$ cat config.mk
export PLATFORM = sky130hd
export DESIGN_NAME = sa_job_sequencer
export DESIGN_NICKNAME = d
export VERILOG_FILES = /design/src/rtl/sa_pkg.sv /design/src/rtl/sa_seq_delay_line.sv /design/src/rtl/sa_job_sequencer.sv
export SDC_FILE = /design/constraint.sdc
export NUM_CORES = 1
export LEC_CHECK = 0
export CORE_ASPECT_RATIO = 2
export CORE_UTILIZATION = 35
export CTS_BUF_LIST = sky130_fd_sc_hd__clkbuf_4
export DETAILED_ROUTE_END_ITERATION = 6
export REMOVE_ABC_BUFFERS = 1
export SKIP_LAST_GASP = 1
export SLEW_MARGIN = 10
export SYNTH_ARGS = -nofsm -noshare
export SYNTH_HDL_FRONTEND = slang
export SYNTH_SLANG_ARGS = --single-unit
$ cat constraint.sdc
create_clock -name clk -period 1.89 [get_ports clk]
set_clock_uncertainty 0.1 [all_clocks]
set_input_delay 0.189 -clock clk [delete_from_list [all_inputs] [get_ports clk]]
set_output_delay 0.189 -clock clk [all_outputs]
set_load 0.005 [all_outputs]
$ cat src/rtl/sa_pkg.sv
// Shared types and defaults for the systolic-array job sequencer.
// sa_feed_cycles gives the length of the combined operand + zero-flush window.
package sa_pkg;

    localparam int SA_N      = 3;
    localparam int SA_KW     = 8;
    localparam int SA_RD_LAT = 1;

    typedef enum logic [2:0] {
        IDLE,
        CLEAR,
        FEED,
        FLUSH,
        DRAIN,
        DONE
    } sa_seq_state_t;

    function automatic int sa_feed_cycles(input int k, input int n);
        return k + 2 * n - 2;
    endfunction

endpackage

$ cat src/rtl/sa_seq_delay_line.sv
// DEPTH-stage 1-bit shift register aligning rd_en with operand-buffer data.
// DEPTH=0 is a combinational pass-through.
module sa_seq_delay_line #(
    parameter int DEPTH = 1
) (
    input  logic clk,
    input  logic rst,
    input  logic d_i,
    output logic q_o
);

    generate
        if (DEPTH == 0) begin : g_pass
            assign q_o = d_i;
        end else begin : g_sr
            logic [DEPTH-1:0] sr_q;

            always_ff @(posedge clk) begin
                if (!rst) begin
                    sr_q <= '0;
                end else begin
                    sr_q[0] <= d_i;
                    for (int i = 1; i < DEPTH; i++) begin
                        sr_q[i] <= sr_q[i-1];
                    end
                end
            end

            assign q_o = sr_q[DEPTH-1];
        end
    endgenerate

endmodule

$ cat src/rtl/sa_job_sequencer.sv
// Sequences one matmul job: clear, K operand reads, skewed zero flush, row drain.
// Define SA_SEQ_PERF_EN to add the perf_cycles / perf_stalls counters.
module sa_job_sequencer
    import sa_pkg::*;
#(
    parameter int N      = SA_N,
    parameter int KW     = SA_KW,
    parameter int RD_LAT = SA_RD_LAT
) (
    input  logic                 clk,
    input  logic                 rst,
`ifdef SA_SEQ_PERF_EN
    output logic [31:0]          perf_cycles,
    output logic [31:0]          perf_stalls,
`endif
    input  logic                 start_valid,
    output logic                 start_ready,
    input  logic [KW-1:0]        k_len,
    output logic                 busy,
    output logic                 acc_clr,
    output logic                 rd_en,
    output logic [KW-1:0]        rd_addr,
    output logic                 feed_en,
    output logic                 zero_inj,
    output logic                 out_valid,
    input  logic                 out_ready,
    output logic [$clog2(N)-1:0] out_row,
    output logic                 done,
    output logic                 err
);

    localparam int FLN = RD_LAT + 2 * N - 2;
    localparam int FW  = $clog2(RD_LAT + 2 * N - 1);
    localparam int RW  = $clog2(N);

    sa_seq_state_t state_q, state_d;
    logic [KW-1:0] k_q, k_d;
    logic [KW-1:0] addr_q, addr_d;
    logic [FW-1:0] fl_q, fl_d;
    logic [RW-1:0] row_q, row_d;
    logic          err_q, err_d;
    logic          rd_dly;

    always_ff @(posedge clk) begin
        if (!rst) begin
            state_q <= IDLE;
            k_q     <= '0;
            addr_q  <= '0;
            fl_q    <= '0;
            row_q   <= '0;
            err_q   <= 1'b0;
        end else begin
            state_q <= state_d;
            k_q     <= k_d;
            addr_q  <= addr_d;
            fl_q    <= fl_d;
            row_q   <= row_d;
            err_q   <= err_d;
        end
    end

    always_comb begin
        state_d = state_q;
        k_d     = k_q;
        addr_d  = addr_q;
        fl_d    = fl_q;
        row_d   = row_q;
        err_d   = 1'b0;
        unique case (state_q)
            IDLE: begin
                if (start_valid) begin
                    if (k_len != '0) begin
                        k_d     = k_len;
                        state_d = CLEAR;
                    end else begin
                        err_d = 1'b1;
                    end
                end
            end
            CLEAR: begin
                addr_d  = '0;
                state_d = FEED;
            end
            FEED: begin
                if (addr_q == k_q - 1'b1) begin
                    addr_d  = '0;
                    fl_d    = '0;
                    state_d = FLUSH;
                end else begin
                    addr_d = addr_q + 1'b1;
                end
            end
            FLUSH: begin
                if (fl_q == FW'(FLN - 1)) begin
                    fl_d    = '0;
                    row_d   = '0;
                    state_d = DRAIN;
                end else begin
                    fl_d = fl_q + 1'b1;
                end
            end
            DRAIN: begin
                if (out_ready) begin
                    if (row_q == RW'(N - 1)) begin
                        row_d   = '0;
                        state_d = DONE;
                    end else begin
                        row_d = row_q + 1'b1;
                    end
                end
            end
            DONE: state_d = IDLE;
            default: state_d = IDLE;
        endcase
    end

    // Zero injection covers the FLUSH tail once the delayed reads have drained.
    always_comb begin
        start_ready = 1'b0;
        busy        = 1'b1;
        acc_clr     = 1'b0;
        rd_en       = 1'b0;
        zero_inj    = 1'b0;
        out_valid   = 1'b0;
        done        = 1'b0;
        unique case (state_q)
            IDLE: begin
                start_ready = 1'b1;
                busy        = 1'b0;
            end
            CLEAR: acc_clr = 1'b1;
            FEED:  rd_en = 1'b1;
            FLUSH: zero_inj = ({1'b0, fl_q} + (FW+1)'(1)) > (FW+1)'(RD_LAT);
            DRAIN: out_valid = 1'b1;
            DONE:  done = 1'b1;
            default: ;
        endcase
    end

    sa_seq_delay_line #(
        .DEPTH(RD_LAT)
    ) u_dly (
        .clk(clk),
        .rst(rst),
        .d_i(rd_en),
        .q_o(rd_dly)
    );

    assign feed_en = rd_dly | zero_inj;
    assign rd_addr = addr_q;
    assign out_row = row_q;
    assign err     = err_q;

`ifdef SA_SEQ_PERF_EN
    logic [31:0] pcyc_q, pstl_q;
    logic        accept;

    assign accept = (state_q == IDLE) && start_valid && (k_len != '0);

    // Accept cycle counts as the first cycle of the job.
    always_ff @(posedge clk) begin
        if (!rst) begin
            pcyc_q <= '0;
            pstl_q <= '0;
        end else if (accept) begin
            pcyc_q <= 32'd1;
            pstl_q <= '0;
        end else if (busy) begin
            if (pcyc_q != '1) pcyc_q <= pcyc_q + 1'b1;
            if (state_q == DRAIN && !out_ready && pstl_q != '1)
                pstl_q <= pstl_q + 1'b1;
        end
    end

    assign perf_cycles = pcyc_q;
    assign perf_stalls = pstl_q;
`endif

endmodule

# After elaboration in Yosys (flattened, before gate mapping)
# Cells that the tools add are included.
# totals
register_bits,26
out_inout_bits,19
elab_cells,62
# classes
add_sub_neg,5
order_cmp,1
eq_ne,14
muxes,24
bitwise,1
n_reduce_logical,10
# op_table
cell,n
2-to-1 mux 3 bit,8
one-hot mux 8 bit (2 select lines),1
one-hot mux 3 bit (5 select lines),1
!= test 2 bit (second input constant),6
equality test 3 bit (second input constant),3
AND reduction 3 bit,3
adder 8 x 1 -> 8 bit (second input constant),1
equality test 8 bit,1
2-to-1 mux 1 bit,8
2-to-1 mux 8 bit,1
nonzero test 8 bit,1
subtractor 8 x 1 -> 8 bit (second input constant),1
equality test 3 x 2 -> 1 bit (second input constant),2
2-to-1 mux 2 bit,3
one-hot mux 3 bit (2 select lines),1
AND reduction 6 bit,1
nonzero test 2 bit,3
adder 3 x 1 -> 4 bit (second input constant),1
> comparator 4 x 1 -> 1 bit (second input constant),1
one-hot mux 2 bit (2 select lines),1
adder 3 x 1 -> 3 bit (second input constant),1
equality test 3 x 1 -> 1 bit (second input constant),1
logical NOT 3 bit,1
adder 2 x 1 -> 2 bit (second input constant),1
other kinds (3),3

# Depth between registers and ports, before layout
# Gate-level depths: netlist (run 1).
# depth
word_depth,4
mapped_depth,8
ltp_nobuf,8

# Hierarchy
# A second synthesis (run 1) with hierarchy kept.
# hier_totals
cells_unflattened,188
area_unflattened_um2,1576.5
# modules_own_cells
mod,n_inst,cells_each,area_per_inst_um2
sa_job_sequencer,1,186,1550.2
sa_seq_delay_line,1,2,26.3

# Worst setup path after synthesis (run 1)
# Ideal clock, no wire load.
# synth_timing
path_kind,reg-to-reg
start,register k_q[0]
end,register addr_q[1] (netlist: rd_addr[1])
setup_ns,0.117
arrival_ns,1.836
t_required_ns,1.673
path_slack_ns,-0.163
path_stages_with_launch,8
synth_period_minus_slack_ns,2.053
cell_sequence,dfxtp_1 inv_1 ha_1 xnor2_1 xnor2_1 nor4_1 o311ai_4 a32o_1
# synth_between
elab_chain_len,4
# synth_lines
item,line,source
from (decl),sa_job_sequencer.sv:37,"logic [KW-1:0] k_q, k_d;"
from (signal assigned),sa_job_sequencer.sv:54,k_q <= k_d;
subtractor 8 x 1 -> 8 bit,sa_job_sequencer.sv:85,if (addr_q == k_q - 1'b1) begin
equality test 8 bit,sa_job_sequencer.sv:85,
2-to-1 mux 8 bit,sa_job_sequencer.sv:85,
one-hot mux 8 bit (2 select lines),sa_job_sequencer.sv:69,unique case (state_q)
to (signal assigned),sa_job_sequencer.sv:55,addr_q <= addr_d;
to (decl),sa_job_sequencer.sv:38,"logic [KW-1:0] addr_q, addr_d;"
# Every way passes these cells.
# A chain may end at the register's enable or synchronous reset.

# Final worst setup path (run 1)
# layout_timing
start,register k_q[0]
end,register addr_q[4] (netlist: rd_addr[4])
# Same word-level chain as after synthesis.

==> results of run 1 <==
## worst reg2reg max path: stages, from the launching register on
cell,delay [ns]
dfxtp_2,0.36
or4_4,0.55
o21ai_4,0.17
and4b_2,0.31
o311ai_4,0.16
buf_4,0.17
a31oi_1,0.12
o22ai_1,0.10
## Yosys cell counts (all sizes together)
cell | count | area share, %
nor3 | 4 | 1.4
nand2 | 19 | 5.3
clkbuf | 5 | 1.3
o22ai | 1 | 0.42
o311ai | 2 | 2.9
and3 | 1 | 0.42
o21a | 2 | 1.0
or2 | 1 | 0.42
and3b | 1 | 0.59
and4b | 1 | 0.68
nor4 | 4 | 1.7
nand4b | 2 | 1.2
or4 | 1 | 0.51
a22oi | 2 | 1.0
a32o | 1 | 0.68
nor2 | 22 | 5.6
nand2b | 4 | 1.7
a211oi | 2 | 1.0
o21ai | 8 | 2.7
buf | 1 | 0.76
dfxtp | 26 | 35
ha | 4 | 3.4
nor2b | 2 | 0.85
nand3 | 8 | 2.7
and2 | 1 | 0.42
a21oi | 10 | 3.6
a221oi | 1 | 0.59
nor3b | 3 | 1.5
inv | 9 | 2.3
a31oi | 4 | 1.7
xnor2 | 10 | 5.9
nor4b | 2 | 1.2
nand3b | 1 | 0.51
mux2i | 8 | 5.4
nand4 | 2 | 0.85
xor2 | 3 | 1.8
o41ai | 1 | 0.59
## kinds of logic after synthesis
family	share of synthesized area, %
xor gates and xnor gates	7.72
muxes	5.43
and+or+nand+nor	27.6
buffers and inverters	4.33
AOI/OAI and AO/OA	16.3
adders and majority gates	3.39
DFF	35.3
## sequential cells by signal, indices dropped and copies added, names as in the netlist
register and flops:
err 1, state_q 3, k_q 8, fl_q 3, out_row 2, u_dly.q_o 1, rd_addr 8
## worst max-delay path by stage
| stage | start | slack (ns) | end |
|---|---|---|---|
| 4_1_cts | k_q[0] | -0.24 | rd_addr[4] |
| 6_report | k_q[0] | -0.25 | rd_addr[4] |
| 3_3_place_gp | k_q[0] | -0.24 | rd_addr[5] |
| 2_1_floorplan | k_q[0] | -0.17 | rd_addr[1] |
| 5_1_grt | k_q[0] | -0.35 | rd_addr[4] |
| 3_5_place_dp | k_q[0] | -0.31 | rd_addr[5] |
## routing by layer
layer	global-route usage, %	wire [um]	vias to the layer above
met5	0	0	-
met4	11.1	142	0
met3	1.54	56	10
met2	40.2	2500	21
met1	21.1	1620	755
li1	-	-	798
## power groups by stage
stage	combinational (uW)	clock (uW)	sequential (uW)
6_report	534	237	616
5_1_grt	582	274	622
4_1_cts	502	247	612
3_5_place_dp	436	0	620
3_3_place_gp	433	0	620
2_1_floorplan	213	0	629
## layout make-up
type                    instances  area share (%)
inverters                       9            1.53
clock buffers                   3           0.949
flip-flops and latches         26            22.5
repair buffers                 80            28.6
well taps                      52            2.74
multi-input cells             139            43.7
## metrics by stage
step | worst slack [ns] | hold WS [ns] | power, uW | util (%) | cells
after global placement | -0.244 | 0.388 | 1050 | 52.0 | 294
final | -0.253 | 0.400 | 1390 | 58.7 | 309
after detailed placement | -0.305 | 0.396 | 1060 | 52.0 | 294
after global routing | -0.346 | 0.403 | 1480 | 58.7 | 309
after floorplan | -0.167 | 0.207 | 841 | - | 173
after CTS | -0.235 | 0.399 | 1360 | 57.0 | 309
## what timing repair did
item                       in CTS  in global routing
setup endpoints to repair      20                 25
pin swaps                      13                  8
gates cloned                    1                  0
buffers inserted               11                  0
resized for setup              31                 14
hold endpoints to repair        0                  0
## cell usage in the layout (no fill, tap or decap), types with 3 or more instances in the layout
cell,Yosys,routed
a31oi_1,4,4
o21ai_0,7,3
inv_1,9,7
o21ai_1,1,4
nor2_1,22,22
dfxtp_1,26,18
xnor2_1,10,9
mux2i_1,8,8
nand2_1,18,18
nor3b_1,3,3
dfxtp_2,0,7
nand2b_1,4,3
buf_4,0,49
clkbuf_4,0,3
xor2_1,3,3
nand3_1,8,7
a21oi_1,9,7
clkdlybuf4s50_1,0,27
==> out/results.ini, run 1 <==
[grt]
grt_first_pass_wirelength_um=6890
grt_pass1_vias=1565
grt_max_degree=16
grt_usage_pct=21.5
grt-ovfl-total=0
antenna_found_initial=0

[worst_setup_path]
critical-path-top-delay-family=simple AND/OR/NAND/NOR gates
r2r_start=k_q[0]
cpPeakStageDelay_ns=0.55
end_kind=flop
path_depth=7
path_class=flop to flop
path_cells=or4_4, o21ai_4, and4b_2, o311ai_4, buf_4, a31oi_1, o22ai_1
ff2ff_path_depth=7
crit_path_top_delay_cell=or4_4
rr_endpoint=rd_addr[4]
cp-start-kind=flop
crit_required_ns=2.01
path_max_fanout=4
cp.arrival_ns=2.26
path_buf_inv=1
r2r_slack_ns=-0.25

[timing]
rsz0062_at_grt=yes
max_freq_ghz=0.467
setup-tns-final_ns=-2.36
setup_violations=15
layout_min_cycle_time_ns=2.14
tightest_slew_ns=0.435
hold_viol_final=0
slew_violations=0
setup_slack_ns=-0.253
relSlewSlack_pct=71.0
timing.final.crit_share_pct=113

[floorplanning]
dieHeight_um=93.8
rows=33
chipWidth_um=47.9
core_area_sq_um=4050
ioPinCount=31
start_util_pct=36.5
die_area_sq_um=4490

[detailed_routing]
drc=0
drtPass1Iterations=4
wl_um=4320
first_iter_violations=30
drtAntennaViolNets=0
num_vias=1584
wl_per_cell_um=14.0
via_per_inst=5.13

[final_layout]
fin_nets=275
design_area_sq_um=2370
area_growth_pct=60.9
antenna_cells=0
multiInputGateArea_sq_um=1040
seqCellArea_sq_um=533
fill_cells=397
drive_gt1_share_pct=33.9

[clock_network]
ctsHoldBuffers=0
cts_max_level=1
cts_sinks=26
cts_tree=done
cts_buffers=3
clkTransAtPathRegs_ns=0.14
cts.path.max_buffers=2
clock_latency_ns=0.31
cts-root-buf=clkbuf_4

[power_and_ir_drop]
switching_share_pct=31.9
p_per_area_nw_per_um2=584
clkPwrFrac_pct=17.1
combPwrFrac_pct=38.5
p_sw_uw=443
ir_drop_uv=490
p_leak_uw=0.000936
seqPwrFrac_pct=44.4
p_int_uw=944

[synth]
netlist_area_sq_um=1480
ys_seq_area_share_pct=35.3
synth_cell_types=41
syn_avg_cell_area_sq_um=8.24
ys_seq_elements=26
yosys_warnings=0
postSynthCellCount=179

[hold_path]
min_to=k_q[4]
min_path_cells=3
hp-start=k_len[4]
hold_class=input pin to flop

[status]
status=finished, violations left
violations=negative setup slack

[placed_design]
portBuffers=30
gp_congestion=0.786
placedInstanceArea_sq_um=2100
dp_hpwl_um=3070

[run]
max-cap-violations=0

Note: power is estimated with default switching activity, not from simulation.
==> run 2: changes to the inputs <==
GPL_ROUTABILITY_DRIVEN = 0   (was unset)
SETUP_SLACK_MARGIN = 0.05   (was unset)
==> out/results.ini, run 2 (synthesis results as in run 1) <==
[placed_design]
placedInstanceArea_sq_um=2100
portBuffers=30
dp_hpwl_um=3070
dp_cells=294

[worst_setup_path]
path_max_fanout=4
cp.arrival_ns=2.26
crit_required_ns=2.01
ff2ff_path_depth=7
r2r_slack_ns=-0.25
end_kind=flop
cp-startpoint=k_q[0]
rr_endpoint=rd_addr[4]
r2r_start=k_q[0]
cp-start-kind=flop
path_class=flop to flop

[clock_network]
ctsHoldBuffers=0
clkTransAtPathRegs_ns=0.14
cts_max_level=1
cts_sinks=26
clock_latency_ns=0.31
cts-root-buf=clkbuf_4
cts_tree=done
cts.path.max_buffers=2
cts_buffers=3

[timing]
layout_min_cycle_time_ns=2.14
max_freq_ghz=0.467
setup_violations=15
setup_slack_ns=-0.251
timing.final.crit_share_pct=113
hold_viol_final=0
hold_ws_ns=0.401
slew_violations=0
relSlewSlack_pct=70.8
rsz0062_at_grt=yes
tightest_slew_ns=0.437

[final_layout]
fin_nets=275
drive_gt1_share_pct=33.9
final_common_cell=buf_4
antenna_cells=0
fin_cells=309
seqCellArea_sq_um=533
multiInputGateArea_sq_um=1040
final_cell_mix=49 x buf_4, 27 x clkdlybuf4s50_1, 22 x nor2_1
area_growth_pct=61.1
design_area_sq_um=2380
fill_cells=398

[detailed_routing]
first_iter_violations=29
via_per_inst=5.08
wl_um=4300
drtAntennaViolNets=0
drc=0
num_vias=1571
wl_per_cell_um=13.9
drtPass1Iterations=4

[grt]
grt_first_pass_wirelength_um=6890
grt_usage_pct=21.5
antenna_found_initial=0
grt-ovfl-total=0
grt_pass1_vias=1567
grt_max_degree=16

[hold_path]
hp-start=k_len[4]
hold_class=input pin to flop
min_to=k_q[4]
min_path_cells=3

[power_and_ir_drop]
p_per_area_nw_per_um2=585
ir_drop_uv=489
p_leak_uw=0.000926

[floorplanning]
ioPinCount=31
start_util_pct=36.5
core_area_sq_um=4050
die_area_sq_um=4490
chipWidth_um=47.9
dieHeight_um=93.8
rows=33

[run]
max-cap-violations=0

[status]
status=finished, violations left
violations=negative setup slack

run 2: cell count changes in the layout (fill, tap and decap cells not counted), sizes merged:
cell,delta
dlygate4sd2,+1
dlymetal6s2s,-1
run 2: worst max path at each step:
stage,slack [ns],end,cells past startpoint
floorplan,-0.17,rd_addr[1],7
CTS,-0.24,rd_addr[4],11
finish,-0.25,rd_addr[4],7
global placement,-0.24,rd_addr[5],6
detailed placement,-0.31,rd_addr[5],6
global route,-0.35,rd_addr[4],7
run 2: final cells by class:
type,instances,area share (%)
Tap cell,52,2.74
Clock buffer,3,0.948
Sequential cell,26,22.4
Inverter,9,1.53
Timing Repair Buffer,80,28.4
Multi-Input combinational cell,139,43.9
run 2: metal layers:
layer	share of wire, %	track usage, %	wire [um]
met4	3.3	11.1	142
met1	38	21.1	1620
met2	58	40.2	2480
met3	1.4	1.54	60
met5	0	0	0
run 2: per-stage QoR:
| stage | utilization [%] | TNS, ns | setup slack [ns] | total power (uW) |
|---|---|---|---|---|
| after floorplan | - | -1.26 | -0.167 | 841 |
| after global placement | 52.0 | -2.06 | -0.244 | 1050 |
| after detailed placement | 52.0 | -2.68 | -0.305 | 1060 |
| after CTS | 56.9 | -2.24 | -0.235 | 1360 |
| after global routing | 58.7 | -4.05 | -0.346 | 1480 |
| final | 58.7 | -2.36 | -0.251 | 1390 |
run 2: report_power, final:
part	leakage, uW	switching [uW]	internal [uW]
sequential	0.000215	37.2	580
combinational	0.000697	245	291
clock	0.0000138	162	74.5
run 2: worst max-delay path, cell delays in order, from the launching register on:
cell,delay [ns]
dfxtp_2,0.36
or4_4,0.55
o21ai_4,0.17
and4b_2,0.31
o311ai_4,0.16
buf_4,0.17
a31oi_1,0.12
o22ai_1,0.10
run 2: what timing repair did:
item | 4_1_cts | 5_1_grt
pin swaps | 13 | 8
endpoints found under the setup margin | 20 | 25
gates cloned | 1 | 0
resized for setup | 32 | 14
buffers inserted | 11 | 0
==> RTL change 1: new RTL, flow settings as in run 2 <==
Add a define of `SA_SEQ_PERF_EN`.
--- a/src/rtl/sa_job_sequencer.sv
+++ b/src/rtl/sa_job_sequencer.sv
@@ -1,5 +1,7 @@
 // Sequences one matmul job: clear, K operand reads, skewed zero flush, row drain.
 // Define SA_SEQ_PERF_EN to add the perf_cycles / perf_stalls counters.
+`define SA_SEQ_PERF_EN
+
 module sa_job_sequencer
     import sa_pkg::*;
 #(
Function (old outputs only; new: perf_cycles and perf_stalls): kept (Yosys induction, for registers that start in step).
==> RTL change 1 against run 2 <==
The flow still finishes with violations (negative setup slack); sequential cell count is 64 higher; setup slack got worse by 92 ps; via count grew to 3.4 times the old value; combinational power grew 130%; sequential power grew to 3.2 times the old value; wire length grew to 4.1 times the old value; design area grew to 3.6 times the old value; count of clock-buffer cells in the layout increased by 8; synthesized area rose to 3.1 times the old value; total power rose to 3.1 times the old value; critical path type unchanged.
==> RTL change 1: results (changes against run 2) <==
| Metric | Value |
|---|---|
| CP endpoint kind | `flip-flop` |
| Leakage | `3.284 nW (+250%)` |
| Netlist cell types | `55 (+34%)` |
| # fillers | `1030 (+160%)` |
| Port bufs | `94 (+210%)` |
| Peak supply drop | `0.4739 mV (-3.1%)` |
| Most frequent cells after synthesis | `dfxtp_1 (90), nor2_1 (70), nand2_1 (44), xnor2_1 (36), a21oi_1 (30)` |
| Final setup fails | `84 (+69)` |
| Worst EP arrival | `2490 ps (+230 ps)` |
| Initial DRC Count | `194 (+570%)` |
| DP Area | `6686 sq um (+220%)` |
| Async S/R FF share, synth | `0 (unchanged)` |
| Final nets | `862 (+210%)` |
| Vias in the first global route | `5383 (+240%)` |
| Sequential element share of the synthesized area | `0.3947 (+0.04190)` |
| Largest net degree at the start of global routing | `22 (+6)` |
| Rel. slew slack | `0.6665 (-0.04140)` |
| TritonRoute pass-1 iters | `4 (unchanged)` |
| PnR worst setup slack | `-343.1 ps (-92.10 ps)` |
| Synth-to-layout area growth | `86.21%` |
| Status | `complete, but fails checks` |
| Later-pin clock latency in the skew report | `450 ps (+140 ps)` |
| Hold Path Class | `primary input to flip-flop` |
| Die outline area | `13530 sq um (+200%)` |
| Setup TNS Final | `-8930 ps (-6568 ps)` |
| Dpl ws | `-484.8 ps (-179.6 ps)` |
| Clock Tree Buf Depth | `2 (unchanged)` |
| Placed cells | `918 (+210%)` |
| Ranking of synthesized cells by area | `dfxtp_1 (39%), xnor2_1 (6.9%), nor2_1 (5.8%)` |
| YS warnings | `0 (unchanged)` |
| Initial antenna violation count | `1 (+1)` |
| Failing checks | `negative setup slack` |
| Worst Path Max Fanout | `8 (+4)` |
| H-tree levels | `3 (+2)` |
| Post-Syn Area per Cell | `8.239 sq um (about the same)` |
| Gr usage total | `0.2482 (+0.03324)` |
| Drt wl/cell | `17.54 um (+26%)` |
| Vias per cell | `5.399 (+6.2%)` |
| Share of cells above drive strength 1 | `0.4547 (+0.1161)` |
| Post-DP HPWL | `11.15 mm (+260%)` |
| Root Driver | `clkbuf_4` |
| Global-route wire length before repair | `25.49 mm (+270%)` |
| Final Hold Viols | `0 (unchanged)` |
| Cell-internal power | `3.064 mW (+220%)` |
| Clock transition at path regs | `150 ps` |
| Number of CTS-inserted buffers | `9 (+6)` |
| Fin cells | `1000 (+220%)` |
RTL change 1: cell families (layout without fill, tap and decap cells):
family	Yosys count	count (layout)	synth area share
other	0	1	0
flip-flops	90	90	0.3947
AND/OR/NAND/NOR	269	269	0.3128
multiplexers	10	10	0.02193
XOR/XNOR	51	51	0.09786
AO/OA/AOI/OAI	91	91	0.1228
buffers and inverters	37	332	0.03344
adder cells (fa/ha/maj)	6	6	0.01645
RTL change 1: worst max-delay path, stage by stage (launching register included):
cell and delay [ps]:
dfxtp_2 350, or4_4 560, o221ai_2 230, nand3_4 110
o2111ai_4 350, nand2b_1 170, a311oi_2 300
RTL change 1: repair_timing:
action	4_1_cts	5_1_grt
setup buffers	36	28
hold buffers	0	0
resized for setup	162	141
gates cloned	8	3
setup endpoints to repair	92	106
pin swaps	63	90
endpoints found under the hold margin	0	0
RTL change 1: area by class of cell:
cell class | count | share of cell area
Antenna cell | 1 | 0.0002944
Clock buffer | 11 | 0.009716
Clock inverter | 5 | 0.007361
Inverter | 15 | 0.006919
Multi-Input combinational cell | 427 | 0.4003
Sequential cell | 90 | 0.2180
Tap cell | 150 | 0.02208
Timing Repair Buffer | 301 | 0.3353
RTL change 1: path summary, 6_finish.rpt:
path	slack (ps)	to	cells after the start	startpoint
setup / recovery	-340	fl_q[2]	6	k_q[0]
hold / removal	310	k_q[6]	3	k_len[6]
setup reg to reg	-340	fl_q[2]	6	k_q[0]
hold reg to reg	470	rd_addr[6]	2	rd_addr[6]
RTL change 1: routing by layer:
layer  wire length (um)  GRT usage
met1               6023     0.2316
met2              10160     0.4821
met4                784     0.1371
met5                  0          0
met3                564    0.03687
RTL change 1: power groups by stage:
| stage | logic, mW | registers (mW) | clock network [mW] |
|---|---|---|---|
| 6_report | 1.25 | 1.98 | 1.14 |
| 5_1_grt | 1.32 | 1.99 | 1.24 |
| 4_1_cts | 1.12 | 1.98 | 1.16 |
| 3_5_place_dp | 0.735 | 2.01 | 0 |
| 3_3_place_gp | 0.726 | 2.01 | 0 |
| 2_1_floorplan | 0.315 | 2.03 | 0 |
==> RTL change 2: new RTL, flow settings as in run 2 <==
Made on the original files. `k_q` no longer has a reset.
--- a/src/rtl/sa_job_sequencer.sv
+++ b/src/rtl/sa_job_sequencer.sv
@@ -44,19 +44,21 @@
     always_ff @(posedge clk) begin
         if (!rst) begin
             state_q <= IDLE;
-            k_q     <= '0;
             addr_q  <= '0;
             fl_q    <= '0;
             row_q   <= '0;
             err_q   <= 1'b0;
         end else begin
             state_q <= state_d;
-            k_q     <= k_d;
             addr_q  <= addr_d;
             fl_q    <= fl_d;
             row_q   <= row_d;
             err_q   <= err_d;
         end
+    end
+
+    always_ff @(posedge clk) begin
+        k_q <= k_d;
     end
 
     always_comb begin
Check against the original RTL: same outputs for any inputs over 10 cycles, from zero or initial values and one cycle with rst low; that may be too few to reach the edited logic, so the function may still have changed.
==> RTL change 2 against run 2 <==
Cell count decreased by 11%; setup slack got worse by 170 ps; synthesized area decreased by 1.4%; total power increased by 42%; hold slack got worse by 67 ps; combinational power increased by 76%; design area decreased by 5.0%; sequential cell count unchanged; the run still ends with negative setup slack left; global-route usage decreased by 1.4 points; critical path depth increased by 1; wire length decreased by 2.8%.
==> RTL change 2: results (changes against run 2) <==
| Metric | Value |
|---|---|
| Status | `complete, but fails checks` |
| Failing checks | `negative setup slack` |
| Netlist cell types | `47 (+15%)` |
| Setup TNS Final | `-4753 ps (-2391 ps)` |
| Share of cells above drive strength 1 | `0.3200 (-0.01852)` |
| Final nets | `242 (-12%)` |
| Largest net degree at the start of global routing | `16 (unchanged)` |
| Root Driver | `clkbuf_4` |
| TritonRoute pass-1 iters | `4 (unchanged)` |
| Port bufs | `30 (unchanged)` |
| Worst EP arrival | `2440 ps (+180 ps)` |
| YS warnings | `0 (unchanged)` |
| DP Area | `2026 sq um (-3.7%)` |
| Initial DRC Count | `21 (-28%)` |
| Async S/R FF share, synth | `0 (unchanged)` |
| Vias | `1440 (-8.3%)` |
| Worst Path Max Fanout | `4 (unchanged)` |
| Peak supply drop | `0.6573 mV (+34%)` |
| Worst-margin pin slew | `444.1 ps (+6.581 ps)` |
| Global-route wire length before repair | `6.541 mm (-5.0%)` |
| Number of CTS-inserted buffers | `3 (unchanged)` |
| Final setup fails | `14 (-1)` |
| Crit-path max cell delay | `410 ps (-140 ps)` |
| Leakage | `0.9240 nW (-0.23%)` |
| Drt wl/cell | `15.13 um (+8.8%)` |
| Post-synthesis cell count | `156 (-13%)` |
| Later-pin clock latency in the skew report | `~320 ps` |
| Gr usage total | `0.2013 (-0.01366)` |
| Initial antenna violation count | `0 (unchanged)` |
| Crit path max-delay family | `compound AO/OA/AOI/OAI gates` |
| Post-synth EDFFs | `8 (+8)` |
| Placed cells | `263 (-11%)` |
| Vias in the first global route | `1481 (-5.5%)` |
| Clock transition at path regs | `140 ps (about the same)` |
| Fin. max-slew vios | `0 (unchanged)` |
| Diode count | `0 (unchanged)` |
| Most frequent cells after synthesis | `dfxtp_1 (18), nand2_1 (13), inv_1 (11), nor2_1 (11), edfxtp_1 (8)` |
| Sequential element share of the synthesized area | `0.4127 (+0.05988)` |
| PnR worst setup slack | `-417.5 ps (-166.5 ps)` |
| Ranking of synthesized cells by area | `dfxtp_1 (25%), edfxtp_1 (17%), xnor2_1 (4.2%)` |
| Clock Tree Buf Depth | `2 (unchanged)` |
| Hold Path Class | `primary input to flip-flop` |
| Fin cells | `276 (-11%)` |
| H-tree levels | `1 (unchanged)` |
| Post-DP HPWL | `2.984 mm (-2.8%)` |
| Crit-path slowest cell | `edfxtp_1` |
==> RTL change 2: per-stage QoR <==
step,utilization,setup WS (ps)
finish,0.5753,-417.5
global placement,0.5163,-420.1
detailed placement,0.5163,-467.3
floorplan,-,-437.3
CTS,0.5606,-400.6
global route,0.5753,-498.1
==> RTL change 2: kinds of logic (layout without fill, tap and decap cells) <==
family / after synthesis / in the layout / share of synthesized area
AOI/OAI and AO/OA: 34 / 34 / 0.1789
xor gates and xnor gates: 12 / 12 / 0.07223
adders and majority gates: 4 / 4 / 0.03440
buffers and inverters: 14 / 83 / 0.03611
DFF: 26 / 26 / 0.4127
muxes: 2 / 2 / 0.01376
and+or+nand+nor: 64 / 64 / 0.2519
==> RTL change 2: worst register-to-register path: stages, from the launching register on <==
cell	delay [ps]
edfxtp_1	410
inv_1	70
ha_2	180
or3b_4	400
nor4_4	160
o2111ai_2	150
a311oi_4	340
nor2_2	80
o311a_1	330
==> RTL change 2: final cells by class <==
cell class | count | area [sq um]
inverters | 11 | 41.29
fillers | 387 | 1667
flip-flops and latches | 26 | 611.8
repair buffers | 68 | 594.3
clock buffers | 3 | 22.52
well taps | 51 | 63.81
multi-input cells | 116 | 919.6
clock inverters | 1 | 3.754
==> RTL change 2: path summary, 6_finish.rpt <==
path,slack (ps),start,end,cells after the start
worst max-delay path,-420,k_q[0],fl_q[2],8
worst min-delay path,330,k_len[7],k_q[7],1
worst min register to register,510,out_row[0],out_row[0],2
worst max register to register,-420,k_q[0],fl_q[2],8
==> RTL change 2: what timing repair did <==
action / 4_1_cts / 5_1_grt
gates resized for setup: 30 / 18
hold buffers: 0 / 0
endpoints found under the hold margin: 0 / 0
setup buffers: 7 / 2
pin swaps: 7 / 4
setup endpoints to repair: 20 / 28
==> RTL change 2: where the power goes <==
part / switching [mW] / internal, mW / total [mW] / leakage, nW
combinational: 0.457 / 0.487 / 0.945 / 0.684
clock: 0.169 / 0.0776 / 0.246 / 0.0154
sequential: 0.107 / 0.676 / 0.783 / 0.224
==> RTL change 2: layer usage <==
layer | track usage | part of all wire
met5 | 0 | 0
met4 | 0.06713 | 0.019
met3 | 0.02317 | 0.030
met2 | 0.3916 | 0.61
met1 | 0.1973 | 0.34
